File: src/rtl/cache_axi_bridge_if.sv
// AXI4 32-bit bus between the cache line bridge (master) and the memory side (slave).
interface cache_axi_bridge_if;
  logic [3:0]  arid;
  logic [31:0] araddr;
  logic [7:0]  arlen;
  logic [2:0]  arsize;
  logic [1:0]  arburst;
  logic        arvalid;
  logic        arready;
  logic [3:0]  rid;
  logic [31:0] rdata;
  logic [1:0]  rresp;
  logic        rlast;
  logic        rvalid;
  logic        rready;
  logic [3:0]  awid;
  logic [31:0] awaddr;
  logic [7:0]  awlen;
  logic [2:0]  awsize;
  logic [1:0]  awburst;
  logic        awvalid;
  logic        awready;
  logic [31:0] wdata;
  logic [3:0]  wstrb;
  logic        wlast;
  logic        wvalid;
  logic        wready;
  logic [3:0]  bid;
  logic [1:0]  bresp;
  logic        bvalid;
  logic        bready;

  modport master (
    output arid, araddr, arlen, arsize, arburst, arvalid, rready,
           awid, awaddr, awlen, awsize, awburst, awvalid,
           wdata, wstrb, wlast, wvalid, bready,
    input  arready, rid, rdata, rresp, rlast, rvalid,
           awready, wready, bid, bresp, bvalid
  );

  modport slave (
    input  arid, araddr, arlen, arsize, arburst, arvalid, rready,
           awid, awaddr, awlen, awsize, awburst, awvalid,
           wdata, wstrb, wlast, wvalid, bready,
    output arready, rid, rdata, rresp, rlast, rvalid,
           awready, wready, bid, bresp, bvalid
  );
endinterface

File: src/rtl/cache_axi_bridge.sv
// 128-bit cache line refill/writeback to AXI4 32-bit 4-beat INCR bursts, independent read/write engines.
// Optional CACHE_AXI_POSTED_WR_EN: early writeback ack plus refill hold-off on a matching pending line.
module cache_axi_bridge #(
  parameter logic [3:0] AR_ID = 4'h0,
  parameter logic [3:0] AW_ID = 4'h1
) (
  input  logic         clk,
  input  logic         rst,
  input  logic         rd_req,
  input  logic [31:0]  rd_addr,
  output logic         rd_rdy,
  output logic         ret_valid,
  output logic [127:0] ret_data,
  input  logic         wr_req,
  input  logic [31:0]  wr_addr,
  input  logic [127:0] wr_data,
  output logic         wr_rdy,
  output logic         wr_valid,
  cache_axi_bridge_if.master axi
);
  typedef enum logic [1:0] {R_IDLE, R_AR, R_DATA, R_RET} r_state_t;
  typedef enum logic [1:0] {W_IDLE, W_AW, W_DATA, W_B} w_state_t;

  r_state_t     r_state, r_next;
  w_state_t     w_state, w_next;
  logic [31:0]  araddr_q, awaddr_q;
  logic [1:0]   r_cnt, w_cnt;
  logic [127:0] w_line;
  logic         rd_idle, wr_idle, rd_block, wr_valid_q;
  logic         unused_in;

  assign unused_in = ^{axi.rid, axi.rresp, axi.rlast, axi.bid, axi.bresp,
                       rd_addr[3:0], wr_addr[3:0]};

  assign axi.arid    = AR_ID;
  assign axi.arlen   = 8'd3;
  assign axi.arsize  = 3'd2;
  assign axi.arburst = 2'b01;
  assign axi.araddr  = araddr_q;
  assign axi.awid    = AW_ID;
  assign axi.awlen   = 8'd3;
  assign axi.awsize  = 3'd2;
  assign axi.awburst = 2'b01;
  assign axi.awaddr  = awaddr_q;
  assign axi.wstrb   = 4'hF;
  assign axi.wdata   = w_line[{w_cnt, 5'd0} +: 32];

`ifdef CACHE_AXI_POSTED_WR_EN
  // A refill of the line still draining to memory would read stale data.
  assign rd_block = (w_state != W_IDLE) && (rd_addr[31:4] == awaddr_q[31:4]);
`else
  assign rd_block = 1'b0;
`endif

  assign rd_rdy   = rd_idle & ~rd_block;
  assign wr_rdy   = wr_idle;
  assign wr_valid = wr_valid_q;

  // read engine
  always_ff @(posedge clk or posedge rst)
    if (rst) r_state <= R_IDLE;
    else     r_state <= r_next;

  always_comb begin
    r_next = r_state;
    case (r_state)
      R_IDLE:  if (rd_req && rd_rdy) r_next = R_AR;
      R_AR:    if (axi.arready) r_next = R_DATA;
      R_DATA:  if (axi.rvalid && r_cnt == 2'd3) r_next = R_RET;
      default: r_next = R_IDLE;
    endcase
  end

  always_comb begin
    rd_idle     = 1'b0;
    axi.arvalid = 1'b0;
    axi.rready  = 1'b0;
    ret_valid   = 1'b0;
    case (r_state)
      R_IDLE:  rd_idle     = 1'b1;
      R_AR:    axi.arvalid = 1'b1;
      R_DATA:  axi.rready  = 1'b1;
      default: ret_valid   = 1'b1;
    endcase
  end

  always_ff @(posedge clk or posedge rst)
    if (rst) begin
      araddr_q <= '0;
      r_cnt    <= '0;
      ret_data <= '0;
    end else begin
      if (r_state == R_IDLE && rd_req && rd_rdy) begin
        araddr_q <= {rd_addr[31:4], 4'b0};
        r_cnt    <= '0;
      end
      if (r_state == R_DATA && axi.rvalid) begin
        ret_data[{r_cnt, 5'd0} +: 32] <= axi.rdata;
        r_cnt <= r_cnt + 2'd1;
      end
    end

  // write engine
  always_ff @(posedge clk or posedge rst)
    if (rst) w_state <= W_IDLE;
    else     w_state <= w_next;

  always_comb begin
    w_next = w_state;
    case (w_state)
      W_IDLE:  if (wr_req) w_next = W_AW;
      W_AW:    if (axi.awready) w_next = W_DATA;
      W_DATA:  if (axi.wready && w_cnt == 2'd3) w_next = W_B;
      default: if (axi.bvalid) w_next = W_IDLE;
    endcase
  end

  always_comb begin
    wr_idle     = 1'b0;
    axi.awvalid = 1'b0;
    axi.wvalid  = 1'b0;
    axi.wlast   = 1'b0;
    axi.bready  = 1'b0;
    case (w_state)
      W_IDLE:  wr_idle     = 1'b1;
      W_AW:    axi.awvalid = 1'b1;
      W_DATA:  begin
        axi.wvalid = 1'b1;
        axi.wlast  = (w_cnt == 2'd3);
      end
      default: axi.bready  = 1'b1;
    endcase
  end

  always_ff @(posedge clk or posedge rst)
    if (rst) begin
      awaddr_q   <= '0;
      w_line     <= '0;
      w_cnt      <= '0;
      wr_valid_q <= 1'b0;
    end else begin
      if (w_state == W_IDLE && wr_req) begin
        awaddr_q <= {wr_addr[31:4], 4'b0};
        w_line   <= wr_data;
        w_cnt    <= '0;
      end
      if (w_state == W_DATA && axi.wready) w_cnt <= w_cnt + 2'd1;
`ifdef CACHE_AXI_POSTED_WR_EN
      wr_valid_q <= (w_state == W_IDLE) && wr_req;
`else
      wr_valid_q <= (w_state == W_B) && axi.bvalid;
`endif
    end
endmodule
File: src/flat_wrapper.sv
// flat-port wrapper written by rule: the top's interface ports become plain ports
module cache_axi_bridge_flat 
#(
  parameter logic [3:0] AR_ID = 4'h0,
  parameter logic [3:0] AW_ID = 4'h1
)
  (clk, rst, rd_req, rd_addr, rd_rdy, ret_valid, ret_data, wr_req, wr_addr, wr_data, wr_rdy, wr_valid, axi_arid, axi_araddr, axi_arlen, axi_arsize, axi_arburst, axi_arvalid, axi_rready, axi_awid, axi_awaddr, axi_awlen, axi_awsize, axi_awburst, axi_awvalid, axi_wdata, axi_wstrb, axi_wlast, axi_wvalid, axi_bready, axi_arready, axi_rid, axi_rdata, axi_rresp, axi_rlast, axi_rvalid, axi_awready, axi_wready, axi_bid, axi_bresp, axi_bvalid);
  cache_axi_bridge_if axi_i ();
  input  logic clk;
  input  logic rst;
  input  logic rd_req;
  input  logic [31:0] rd_addr;
  output logic rd_rdy;
  output logic ret_valid;
  output logic [127:0] ret_data;
  input  logic wr_req;
  input  logic [31:0] wr_addr;
  input  logic [127:0] wr_data;
  output logic wr_rdy;
  output logic wr_valid;
  output wire logic [$bits(axi_i.arid)-1:0] axi_arid;
  output wire logic [$bits(axi_i.araddr)-1:0] axi_araddr;
  output wire logic [$bits(axi_i.arlen)-1:0] axi_arlen;
  output wire logic [$bits(axi_i.arsize)-1:0] axi_arsize;
  output wire logic [$bits(axi_i.arburst)-1:0] axi_arburst;
  output wire logic [$bits(axi_i.arvalid)-1:0] axi_arvalid;
  output wire logic [$bits(axi_i.rready)-1:0] axi_rready;
  output wire logic [$bits(axi_i.awid)-1:0] axi_awid;
  output wire logic [$bits(axi_i.awaddr)-1:0] axi_awaddr;
  output wire logic [$bits(axi_i.awlen)-1:0] axi_awlen;
  output wire logic [$bits(axi_i.awsize)-1:0] axi_awsize;
  output wire logic [$bits(axi_i.awburst)-1:0] axi_awburst;
  output wire logic [$bits(axi_i.awvalid)-1:0] axi_awvalid;
  output wire logic [$bits(axi_i.wdata)-1:0] axi_wdata;
  output wire logic [$bits(axi_i.wstrb)-1:0] axi_wstrb;
  output wire logic [$bits(axi_i.wlast)-1:0] axi_wlast;
  output wire logic [$bits(axi_i.wvalid)-1:0] axi_wvalid;
  output wire logic [$bits(axi_i.bready)-1:0] axi_bready;
  input wire logic [$bits(axi_i.arready)-1:0] axi_arready;
  input wire logic [$bits(axi_i.rid)-1:0] axi_rid;
  input wire logic [$bits(axi_i.rdata)-1:0] axi_rdata;
  input wire logic [$bits(axi_i.rresp)-1:0] axi_rresp;
  input wire logic [$bits(axi_i.rlast)-1:0] axi_rlast;
  input wire logic [$bits(axi_i.rvalid)-1:0] axi_rvalid;
  input wire logic [$bits(axi_i.awready)-1:0] axi_awready;
  input wire logic [$bits(axi_i.wready)-1:0] axi_wready;
  input wire logic [$bits(axi_i.bid)-1:0] axi_bid;
  input wire logic [$bits(axi_i.bresp)-1:0] axi_bresp;
  input wire logic [$bits(axi_i.bvalid)-1:0] axi_bvalid;
  assign axi_arid = axi_i.arid;
  assign axi_araddr = axi_i.araddr;
  assign axi_arlen = axi_i.arlen;
  assign axi_arsize = axi_i.arsize;
  assign axi_arburst = axi_i.arburst;
  assign axi_arvalid = axi_i.arvalid;
  assign axi_rready = axi_i.rready;
  assign axi_awid = axi_i.awid;
  assign axi_awaddr = axi_i.awaddr;
  assign axi_awlen = axi_i.awlen;
  assign axi_awsize = axi_i.awsize;
  assign axi_awburst = axi_i.awburst;
  assign axi_awvalid = axi_i.awvalid;
  assign axi_wdata = axi_i.wdata;
  assign axi_wstrb = axi_i.wstrb;
  assign axi_wlast = axi_i.wlast;
  assign axi_wvalid = axi_i.wvalid;
  assign axi_bready = axi_i.bready;
  assign axi_i.arready = axi_arready;
  assign axi_i.rid = axi_rid;
  assign axi_i.rdata = axi_rdata;
  assign axi_i.rresp = axi_rresp;
  assign axi_i.rlast = axi_rlast;
  assign axi_i.rvalid = axi_rvalid;
  assign axi_i.awready = axi_awready;
  assign axi_i.wready = axi_wready;
  assign axi_i.bid = axi_bid;
  assign axi_i.bresp = axi_bresp;
  assign axi_i.bvalid = axi_bvalid;
  cache_axi_bridge #(.AR_ID(AR_ID), .AW_ID(AW_ID)) u_core (.clk(clk), .rst(rst), .rd_req(rd_req), .rd_addr(rd_addr), .rd_rdy(rd_rdy), .ret_valid(ret_valid), .ret_data(ret_data), .wr_req(wr_req), .wr_addr(wr_addr), .wr_data(wr_data), .wr_rdy(wr_rdy), .wr_valid(wr_valid), .axi(axi_i));
endmodule
File: config.mk
export PLATFORM = sky130hd
export DESIGN_NAME = cache_axi_bridge_flat
export DESIGN_NICKNAME = d
export VERILOG_FILES = /design/src/rtl/cache_axi_bridge_if.sv /design/src/rtl/cache_axi_bridge.sv /design/src/flat_wrapper.sv
export SDC_FILE = /design/constraint.sdc
export NUM_CORES = 1
export LEC_CHECK = 0
export BUFFER_PORTS_ARGS = -buffer_cell sky130_fd_sc_hd__buf_2
export CORE_AREA = 4 4 198 200
export DETAILED_ROUTE_END_ITERATION = 12
export DIE_AREA = 0 0 202 204
export SLEW_MARGIN = 20
export SYNTH_ARGS = -nofsm -noshare
export SYNTH_HDL_FRONTEND = slang
export SYNTH_SLANG_ARGS = --single-unit
File: constraint.sdc
create_clock -name clk -period 28.2 [get_ports clk]
set_input_delay 5.64 -clock clk [delete_from_list [all_inputs] [get_ports clk]]
set_output_delay 5.64 -clock clk [all_outputs]
set_load 0.05 [all_outputs]
# --- Word-level counts from Yosys, hierarchy flattened ---
# Index checks and enable logic that the tools add are counted.
# Widths: inputs -> output; s select.
op_classes:
  addsub: 3
  multipliers: 0
  div: 0
  order_cmp: 0
  eq_ne: 13
  shifts: 3
  n_mux: 23
  bitwise: 0
  n_reduce_logical: 18
op_table:
  columns: ["op", "n"]
  rows:
  - ["$bwmux 128", 1]
  - ["$shift 32x9->128 const A", 1]
  - ["$shiftx 128x8->32", 1]
  - ["$shiftx 32x9->128", 1]
  - ["$mux 2", 11]
  - ["$pmux 2 s3", 2]
  - ["$eq 2x2->1 const B", 5]
  - ["$logic_and 1x1->1", 9]
  - ["$mux 1", 9]
  - ["$neg 7->9", 1]
  - ["$ne 2x1->1 const B", 3]
  - ["$ne 2x2->1 const B", 3]
  - ["$reduce_or 3->1", 2]
  - ["$add 2x1->2 const B", 2]
  - ["$eq 2x1->1 const B", 2]
  - ["$logic_not 2->1", 2]
  - ["$reduce_and 4->1", 1]
  - ["$reduce_bool 2->1", 2]
  - ["$reduce_bool 4->1", 1]
  - ["$reduce_and 3->1", 1]
word_totals:
  register_bits: 321
  latchBits: 0
  mem_bits_rw: 0
  rom_bits: 0
  input_bits: 246
  memories: 0

# --- Depth between registers and ports, before layout ---
# Gate-level depths: netlist of the first run.
depth:
  ltp_word: 5
  depth_mapped: 7

# --- Worst setup path before layout of the first run ---
# No wires, ideal clock.
synth_path:
  kind: "register -> output"
  from: "register u_core.w_state[0]"
  to: "output port axi_wlast"
  arrival_time_ns: 1.591
  required_time_ns: 22.560
  slack_ns: 20.969
  stages_incl_launch_ff: 4
  n_path_buf: 0
  path_cell_list: "dfrtp_1 > inv_1 > ha_1 > and2_1"
synth_between:
  elab_chain_len: 2
synth_rtl:
  columns: ["item", "line_no", "text"]
  rows:
  - ["start, declared", "cache_axi_bridge.sv:25", "w_state_t w_state, w_next;"]
  - ["start signal, assigned", "cache_axi_bridge.sv:106", "else w_state <= w_next;"]
  - ["$eq 2x2->1", "cache_axi_bridge.sv:124", "case (w_state)"]
  - ["$mux 1", "cache_axi_bridge.sv:124", null]
  - ["end, declared", "flat_wrapper.sv:36", "output wire logic [$bits(axi_i.wlast)-1:0] axi_wlast;"]
# Every way passes these cells.

# --- Worst setup path after layout of the first run ---
layout_path:
  from: "register u_core.w_cnt[1]"
  to: "output port axi_wdata[21]"
layout_between:
  elab_chain_len: 1
layout_rtl:
  columns: ["item", "line_no", "text"]
  rows:
  - ["start, declared", "cache_axi_bridge.sv:27", "logic [1:0] r_cnt, w_cnt;"]
  - ["start signal, assigned", "cache_axi_bridge.sv:147", "if (w_state == W_DATA && axi.wready) w_cnt <= w_cnt + 2'd1;"]
  - ["$shiftx 128x8->32", "cache_axi_bridge.sv:46", "assign axi.wdata = w_line[{w_cnt, 5'd0} +: 32];"]
  - ["end, declared", "flat_wrapper.sv:34", "output wire logic [$bits(axi_i.wdata)-1:0] axi_wdata;"]
# Every way passes these cells.

==> summary.md, run 1 <==
| Metric | Value |
|---|---|
| Clock Skew | `between 10 and 15 ps` |
| Via count of the routed design | `8,882` |
| Most frequent cells in the layout | `buf_2 (450), dfrtp_1 (319), mux2_2 (186)` |
| Core area | `roughly 37,000 um2` |
| Cell Rows | `just over 70` |
| Num CTS Buffers | `37` |
| Die Width | `between 200 and 250 um` |
| PostCTS Resize Cnt | `0` |
| CTS H-tree lvls | `2` |
| Setup TNS | `0 ps` |
| Antenna violations before repair | `1` |
| Initial core utilization | `a little over a third` |
| Placer congestion estimate | `slightly below 0.8` |
| Peak supply drop | `approximately 0.00011 V` |
| Minimum setup slack among reg-to-reg paths | `about 25,000 ps` |
| DRT iter0 DRCs | `380` |
| Number of cells produced by synthesis | `between 800 and 900` |
| RSZ-0062 raised after global routing | `false` |
| Final slew viol count | `0` |
| Mean Syn Cell Area | `15.43 um2` |
| Share of layout cells above drive strength 1 | `56.93%` |
| Drt drc | `0` |
| Hold Crit Class | `reg -> reg` |
| Synth area leaders | `dfrtp_1 (61%), mux2_2 (16%), a22o_1 (8.5%), mux4_2 (5.5%), buf_4 (2.6%)` |
| Startpoint Class | `register` |
| Fillers | `between 3,000 and 4,000` |
| Global-route wire length before repair | `slightly below 60 mm` |
| Vias in the first global route | `approximately 9,500` |
| Residual overflow from global routing | `0` |
| Worst Reg-to-Reg Cells | `6` |
| TritonCTS clock tree | `yes` |
| Post-Synthesis Cell Area | `between 10,000 and 15,000 um2` |
| Clock tree sinks | `between 300 and 400` |
| Data required, critical path | `22,560 ps` |
| Sequential share of the synthesized area | `60.96%` |
| Crit-path max FO | `18` |
| Largest net degree at the start of global routing | `around 130` |
| Layout Area Growth over Synthesis | `30.16%` |
| Die height | `204 um` |
| Cell variety after synth | `30` |
| FF-to-FF End | `u_core.axi.awaddr[12]$_DFFE_PP0P_` |
| Status | `finished clean` |
| Final setup fails | `0` |
| Skew-Pair Late Insertion Delay | `approximately 540 ps` |
| Part of the cycle the worst path needs | `just under 30%` |
| # diodes | `0` |
| Commonest non-fill, non-tap cell in the layout | `buf_2` |
| Critical Path Start | `u_core.w_cnt[1]$_DFFE_PP0P_` |
| Fin util | `between 40% and 50%` |
| Critical path endpoint category | `output port` |
| Critical Path Sink | `axi_wdata[21]` |
| Fin area | `~17,000 um2` |
| Max cap viols | `0` |
| Port bufs | `between 400 and 500` |
| WL per Instance | `20.75 um` |
| Final wirelength | `38.16 mm` |
| Post-CTS setup buffer count | `0` |
| WP data arrival | `between 2000 and 3000 ps` |
| Final Hold Vio Count | `0` |
| Via density | `~4.8` |
| DP Area | `15,760 um2` |
| Hold Buf Count CTS | `0` |
| Pleak | `around 8.6 nW` |
| Yosys reg bits | `321` |
| Crit Path Class | `reg -> out` |
| Rel. slew slack | `between 30% and 40%` |
| DP Wirelength | `around 27 mm` |
| Cell taking the most area after synthesis | `dfrtp_1` |
| Dpl ws | `19,870 ps` |
| Hold Path Depth | `1` |
| Share of the synthesized area in the top cell type | `between 60% and 70%` |
| Die footprint | `41,210 um2` |
| Pwr/cell area | `between 100 and 150 nW/um2` |
| Worst Max-Slew Pin Slew | `969.1 ps` |
| Design Power | `between 2 and 2.5 mW` |
| Fin crit period | `8250 ps` |
| Ys Warns | `0` |
| TritonRoute pass-1 iters | `4` |
| Root buffer cell | `clkbuf_16` |
| Min setup slack post-route | `roughly 20,000 ps` |
| Maximum clock frequency | `about 0.12 GHz` |
| I/O pin count | `518` |
| Fin nets | `around 1,600` |
| Clock Pin Slew Worst Setup and Hold Paths | `50 ps` |
| Maximum clock path buffer count | `3` |
| Post-DRT Antenna Nets | `0` |
| Worst r2r src | `u_core.w_state[0]$_DFFE_PP0P_` |
| Overall global routing resource usage | `~18%` |
==> how the worst min path moves through the flow <==
stage,start,end,slack (ps)
final,u_core.axi.awaddr[7]$_DFFE_PP0P_,u_core.axi.awaddr[7]$_DFFE_PP0P_,500
after global routing,u_core.w_line[110]$_DFFE_PP0P_,u_core.w_line[110]$_DFFE_PP0P_,510
after floorplan,u_core.w_line[34]$_DFFE_PP0P_,u_core.w_line[34]$_DFFE_PP0P_,470
after detailed placement,u_core.ret_data[78]$_DFFE_PP0P_,u_core.ret_data[78]$_DFFE_PP0P_,490
after global placement,u_core.w_line[106]$_DFFE_PP0P_,u_core.w_line[106]$_DFFE_PP0P_,480
after CTS,u_core.axi.awaddr[7]$_DFFE_PP0P_,u_core.axi.awaddr[7]$_DFFE_PP0P_,500
==> registers in the layout (all words and copies together), names as in the netlist <==
signal             cells
u_core.w_state         2
u_core.wr_valid        1
u_core.axi.awaddr     28
u_core.r_state         2
u_core.axi.araddr     28
u_core.w_line        128
u_core.ret_data      128
u_core.r_cnt           2
u_core.w_cnt           2
==> Yosys cell counts <==
cell	number
clkbuf_1	19
nor4b_4	1
a22o_1	128
nor4_1	1
a222oi_1	1
a221oi_1	1
nor4_2	1
nand2b_1	1
buf_6	1
buf_2	31
and2_1	3
ha_1	15
mux4_2	32
nand3_1	7
buf_1	4
a21oi_1	1
nor2b_1	18
conb_1	2
a2111oi_2	1
nor3_1	1
buf_4	46
nand3_2	1
o2bb2ai_1	2
nor2_1	1
nand2_1	12
and4_1	3
mux2_2	186
inv_1	10
dfrtp_1	321
o21ai_0	3
==> routing by layer <==
| layer | GRT usage (%) | share of wire, % |
|---|---|---|
| met1 | 22.25 | 40 |
| met2 | 29.08 | 47 |
| met3 | 7.030 | 10 |
| met4 | 5.640 | 2.5 |
| met5 | 0 | 0.042 |
==> layout make-up <==
| type | instances | area (um2) | share of cell area, % |
|---|---|---|---|
| sequential | 321 | 8035 | 46.85 |
| multi-input combinational | 466 | 4695 | 27.37 |
| timing repair buffer | 463 | 2350 | 13.70 |
| clock buffer | 50 | 1107 | 6.457 |
| tap | 511 | 639.4 | 3.728 |
| clock inverter | 18 | 279.0 | 1.627 |
| inverter | 10 | 45.04 | 0.2626 |
==> cell families after synthesis <==
kind of cell	synth area share, %
flip-flops	60.96
multiplexers	21.37
AO/OA/AOI/OAI	9.049
buffers and inverters	4.824
AND/OR/NAND/NOR	2.317
adder cells (fa/ha/maj)	1.424
other	0.05700
==> report_power, final <==
part	total, mW	switching [mW]	internal, mW
Clock	0.534	0.194	0.341
Combinational	1.09	0.735	0.355
Sequential	0.755	0.110	0.645
Total	2.38	1.04	1.34
==> worst max-delay path: stages (launching register included) <==
cell and delay [ps]:
dfrtp_2 760, buf_4 460, mux4_2 610, buf_2 240
==> stage by stage <==
stage	hold WS [ps]	instances
2_1_floorplan	473.9	898
3_3_place_gp	481.6	1771
3_5_place_dp	485.3	1771
4_1_cts	500.1	1839
5_1_grt	506.1	1839
6_report	497.4	1839
Note: power is estimated with default switching activity, not from simulation.
==> run 2: changes to the inputs <==
==> constraint.sdc (replaced) <==
create_clock -name clk -period 8.35 [get_ports clk]
set_input_delay 1.67 -clock clk [delete_from_list [all_inputs] [get_ports clk]]
set_output_delay 1.67 -clock clk [all_outputs]
set_load 0.05 [all_outputs]
==> summary.md, run 2 (synthesis results as in run 1) <==
| Metric | Value |
|---|---|
| Minimum setup slack among reg-to-reg paths | `approximately 5600 ps` |
| Post-placement cell count | `around 1,800` |
| Pleak | `~8.6 nW` |
| Status | `finished clean` |
| Worst r2r src | `u_core.r_cnt[0]$_DFFE_PP0P_` |
| Hold Path Depth | `1` |
| Die height | `between 200 and 250 um` |
| Via count of the routed design | `slightly below 9,000` |
| Crit Path Class | `reg -> out` |
| Finished Layout Cells | `1,835` |
| Final setup fails | `0` |
| Cell Rows | `roughly 70` |
| Drt drc | `0` |
| RSZ-0062 raised after global routing | `false` |
| Residual overflow from global routing | `0` |
| Skew-Pair Late Insertion Delay | `540 ps` |
| Clock Skew | `16.85 ps` |
| TritonRoute pass-1 iters | `4` |
| Hold Buf Count CTS | `0` |
| Largest net degree at the start of global routing | `between 150 and 200` |
| Worst Max-Slew Pin Slew | `around 1000 ps` |
| Global-route wire length before repair | `~57 mm` |
| Setup TNS | `0 ps` |
| Max cap viols | `0` |
| Fin area | `roughly 17,000 um2` |
| Fin nets | `1,557` |
| Vias in the first global route | `9,649` |
| Placer congestion estimate | `between 0.7 and 0.8` |
| TritonCTS clock tree | `yes` |
| Port bufs | `between 400 and 500` |
| WHS Endpoint | `u_core.w_line[39]$_DFFE_PP0P_` |
| I/O pin count | `approximately 520` |
| Data required, critical path | `6680 ps` |
| Final slew viol count | `0` |
| Crit-path max FO | `28` |
| WP data arrival | `2440 ps` |
| Core area | `37,400 um2` |
| Overall global routing resource usage | `17.61%` |
| Commonest non-fill, non-tap cell in the layout | `buf_2` |
| Post-CTS setup buffer count | `0` |
| Root buffer cell | `clkbuf_16` |
| Most frequent cells in the layout | `buf_2 (450), dfrtp_1 (319), mux2_2 (186)` |
| Hold WS | `496.0 ps` |
| Largest regs | `u_core.ret_data x128, u_core.w_line x128` |
| Final wirelength | `~37 mm` |
| Post-DRT Antenna Nets | `0` |
| FF-to-FF End | `u_core.ret_data[25]$_DFFE_PP0P_` |
| Fin crit period | `~4100 ps` |
| Initial core utilization | `between 30% and 40%` |
| Hold Crit Class | `reg -> reg` |
| CTS H-tree lvls | `2` |
| Clock Pin Slew Worst Setup and Hold Paths | `60 ps` |
| Rel. slew slack | `~33%` |
| Share of layout cells above drive strength 1 | `56.76%` |
| HP Start | `u_core.w_line[39]$_DFFE_PP0P_` |
| DRT iter0 DRCs | `330` |
| Maximum clock frequency | `0.2432 GHz` |
| Die Width | `slightly above 200 um` |
| Startpoint Class | `register` |
| Worst Reg-to-Reg Cells | `6` |
| Final Hold Vio Count | `0` |
| Via density | `4.796` |
| Die footprint | `approximately 41,000 um2` |
| Clock tree sinks | `~320` |
| Pwr/cell area | `~470 nW/um2` |
| PostCTS Resize Cnt | `0` |
| Critical path endpoint category | `output port` |
| Num CTS Buffers | `36` |
| DP Wirelength | `around 26 mm` |
| Antenna violations before repair | `6` |
| WL per Instance | `around 20 um` |
| DP Area | `15,770 um2` |
| Layout Area Growth over Synthesis | `29.91%` |
| Part of the cycle the worst path needs | `about half` |
| Maximum clock path buffer count | `3` |
| Peak supply drop | `between 0.0002 and 0.0003 V` |
[run 2: changes by cell type in the layout (fill, tap and decap cells not counted), sizes merged]
cell      change
clkinvlp      +1
inv           -1
buf           -2
clkinv        -2
bufinv        +1
diode         +1
clkbuf        -2
[run 2: final cells by class]
| type | instances | area (um2) |
|---|---|---|
| fill | 3387 | 20280 |
| multi-input combinational | 466 | 4697 |
| antenna | 1 | 2.502 |
| clock inverter | 17 | 295.3 |
| timing repair buffer | 461 | 2360 |
| sequential | 321 | 8035 |
| tap | 511 | 639.4 |
| inverter | 10 | 41.29 |
| clock buffer | 48 | 1047 |
[run 2: per-stage QoR]
stage / utilization (%) / total power, mW / worst slack, ps
after floorplan: - / 5.403 / 2399
after detailed placement: 42.17 / 6.268 / 4694
after global placement: 42.17 / 6.211 / 4683
after global routing: 45.76 / 8.373 / 4047
final: 45.77 / 7.974 / 4239
after CTS: 45.76 / 8.081 / 4104
[run 2: layer usage]
layer | wire (um) | track usage, % | vias up | part of all wire, %
met5 | 79 | 0 | - | 0.21
li1 | - | - | 3928 | -
met3 | 3481 | 7.014 | 65 | 9.4
met4 | 894 | 5.566 | 10 | 2.4
met2 | 17590 | 28.49 | 355 | 47
met1 | 15150 | 21.82 | 4442 | 41
[run 2: how the worst max path moves through the flow]
stage | startpoint | to | slack [ps] | depth (start not counted)
after floorplan | rst | u_core.axi.araddr[10]$_DFFE_PP0P_ | 2400 | 1
after global placement | u_core.w_cnt[1]$_DFFE_PP0P_ | axi_wdata[11] | 4680 | 3
after detailed placement | wr_req | u_core.axi.awaddr[31]$_DFFE_PP0P_ | 4690 | 4
after CTS | u_core.w_cnt[1]$_DFFE_PP0P_ | axi_wdata[11] | 4100 | 3
after global routing | u_core.w_cnt[1]$_DFFE_PP0P_ | axi_wdata[11] | 4050 | 3
final | u_core.w_cnt[1]$_DFFE_PP0P_ | axi_wdata[11] | 4240 | 3
[run 2: where the power goes]
part,leakage [nW],internal [mW],switching (mW)
Clock,0.663,1.13,0.644
Sequential,4.05,2.18,0.346
Combinational,3.87,1.20,2.48
[run 2: critical path, stage by stage, from the launching register on]
cell and delay (ps):
dfrtp_2 510, buf_4 530, mux4_2 610, buf_2 240
==> run 3: changes to the inputs <==
==> constraint.sdc (replaced) <==
create_clock -name clk -period 3.6 [get_ports clk]
set_input_delay 0.72 -clock clk [delete_from_list [all_inputs] [get_ports clk]]
set_output_delay 0.72 -clock clk [all_outputs]
set_load 0.05 [all_outputs]
==> summary.md, run 3 (synthesis results as in run 1) <==
| Metric | Value |
|---|---|
| Drt drc | `0` |
| Post-DRT Antenna Nets | `0` |
| DP Wirelength | `between 20 and 30 mm` |
| Maximum clock frequency | `approximately 0.34 GHz` |
| Met3 GRT Util | `7.077%` |
| Final slew viol count | `0` |
| Design Power | `roughly 18 mW` |
| Status | `finished clean` |
| Commonest non-fill, non-tap cell in the layout | `buf_2` |
| Switch Pwr | `between 8 and 9 mW` |
| Clock Skew | `around 17 ps` |
| FF-to-FF End | `u_core.ret_data[116]$_DFFE_PP0P_` |
| Cell Rows | `between 70 and 80` |
| Combinational share of power | `47.3%` |
| Hold Buf Count CTS | `0` |
| Pleak | `approximately 8.6 nW` |
| Die Width | `a little over 200 um` |
| GRT met1 Usage | `22.61%` |
| Via count of the routed design | `between 8,000 and 9,000` |
| DRT iter0 DRCs | `319` |
| RSZ-0062 raised after global routing | `false` |
| Antenna violations before repair | `6` |
| Peak supply drop | `about 0.00060 V` |
| Fraction of power spent switching nets | `between 40 and 50%` |
| Final wirelength | `about 38 mm` |
| # diodes | `0` |
| Pwr/cell area | `between 1000 and 1500 nW/um2` |
| Skew-Pair Late Insertion Delay | `~540 ps` |
| Crit Path Class | `reg -> out` |
| Most frequent cells in the layout | `buf_2 (450), dfrtp_1 (319), mux2_2 (186)` |
| Worst Max-Slew Pin Slew | `just over 900 ps` |
| Via density | `4.817` |
| Global-route wire length before repair | `58.54 mm` |
| Part of the cycle the worst path needs | `roughly four fifths` |
| Share of layout cells above drive strength 1 | `around 57%` |
| I/O pin count | `between 500 and 600` |
| CTS H-tree lvls | `2` |
| Data required, critical path | `around 2900 ps` |
| Layout Area Growth over Synthesis | `30.25%` |
| WP data arrival | `between 2000 and 2500 ps` |
| Clock power share | `between 20% and 30%` |
| Largest regs | `u_core.ret_data x128, u_core.w_line x128` |
| Post-placement cell count | `between 1,500 and 2,000` |
| Max cap viols | `0` |
| Largest net degree at the start of global routing | `between 60 and 70` |
| Placer congestion estimate | `about 0.78` |
| Initial core utilization | `about a third` |
| Hold Crit Class | `in -> async` |
| Fin crit period | `2935 ps` |
| Fin nets | `between 1,500 and 2,000` |
| Vias in the first global route | `9,807` |
| Die footprint | `between 40,000 and 50,000 um2` |
| Finished Layout Cells | `between 1,500 and 2,000` |
| Startpoint Class | `register` |
| Critical path endpoint category | `output port` |
| Crit-path max FO | `27` |
| Port bufs | `450` |
| Final setup fails | `0` |
| Maximum clock path buffer count | `3` |
| Reg power frac | `32.1%` |
| Overall global routing resource usage | `18.07%` |
| WL per Instance | `roughly 20 um` |
| Clock tree sinks | `321` |
| TritonRoute pass-1 iters | `4` |
| Final Hold Vio Count | `0` |
| Fin util | `roughly 46%` |
| TritonCTS clock tree | `yes` |
| Root buffer cell | `clkbuf_16` |
| PostCTS Resize Cnt | `0` |
| Core area | `between 30,000 and 40,000 um2` |
| Clock Pin Slew Worst Setup and Hold Paths | `roughly 60 ps` |
| Rel. slew slack | `a little under two fifths` |
| Residual overflow from global routing | `0` |
| Busiest grt layer | `met2` |
| Num CTS Buffers | `37` |
| Worst Reg-to-Reg Cells | `6` |
| Die height | `about 200 um` |
| Minimum setup slack among reg-to-reg paths | `between 1000 and 1500 ps` |
| Pint | `slightly above 10 mW` |
| M2 GR Usage | `between 20% and 30%` |
| Worst r2r src | `u_core.r_cnt[0]$_DFFE_PP0P_` |
| Post-CTS setup buffer count | `0` |
[run 3: changes by cell type in the layout (fill, tap and decap cells not counted), moves of 2 or more]
cell and delta:
buf_12 +4, clkbuf_1 +3, clkinv_2 -3, clkbuf_16 +2, buf_4 +10, clkinv_4 +2, bufinv_16 -6, clkbuf_8 +2
[run 3: layout make-up]
type / instances / area [um2]
clock buffers: 55 / 1136
fillers: 3451 / 20240
inverters: 10 / 41.29
multi-input cells: 466 / 4695
flip-flops and latches: 321 / 8035
clock inverters: 8 / 101.3
well taps: 511 / 639.4
repair buffers: 475 / 2515
[run 3: how the worst max path moves through the flow]
stage	start	endpoint	slack [ps]	cells past startpoint
after detailed placement	u_core.r_cnt[0]$_DFFE_PP0P_	u_core.ret_data[111]$_DFFE_PP0P_	1160	6
final	u_core.w_cnt[1]$_DFFE_PP0P_	axi_wdata[6]	670	3
after floorplan	rst	u_core.axi.araddr[10]$_DFFE_PP0P_	-1400	1
after CTS	u_core.w_cnt[1]$_DFFE_PP0P_	axi_wdata[6]	590	3
after global routing	u_core.w_cnt[1]$_DFFE_PP0P_	axi_wdata[6]	540	3
after global placement	u_core.r_cnt[0]$_DFFE_PP0P_	u_core.ret_data[121]$_DFFE_PP0P_	1150	6
[run 3: worst max-delay path, cell delays in order (launching register included)]
cell	delay (ps)
dfrtp_2	530
buf_12	290
mux4_2	590
buf_2	240
[run 3: per-layer routing]
layer	vias to the layer above	part of all wire [%]
li1	3962	-
met1	4470	41
met2	373	47
met3	77	9.5
met4	10	2.8
met5	-	0.23
[run 3: through the flow]
step	TNS, ps	cell area, um2	setup WS [ps]	hold WS (ps)
finish	0	17160	665.2	380.4
global route	0	17160	543.3	369.2
CTS	0	17160	591.9	367.0
detailed placement	0	15930	1155	485.3
global placement	0	15930	1148	480.8
floorplan	-449650	13350	-1401	473.9
[run 3: power by group through the flow]
stage	sequential (mW)	combinational, mW	clock, mW
2_1_floorplan	8.00	4.54	0
3_3_place_gp	5.85	8.62	0
3_5_place_dp	5.90	8.73	0
4_1_cts	5.87	8.72	3.90
5_1_grt	6.05	9.10	4.07
6_report	5.86	8.64	3.77
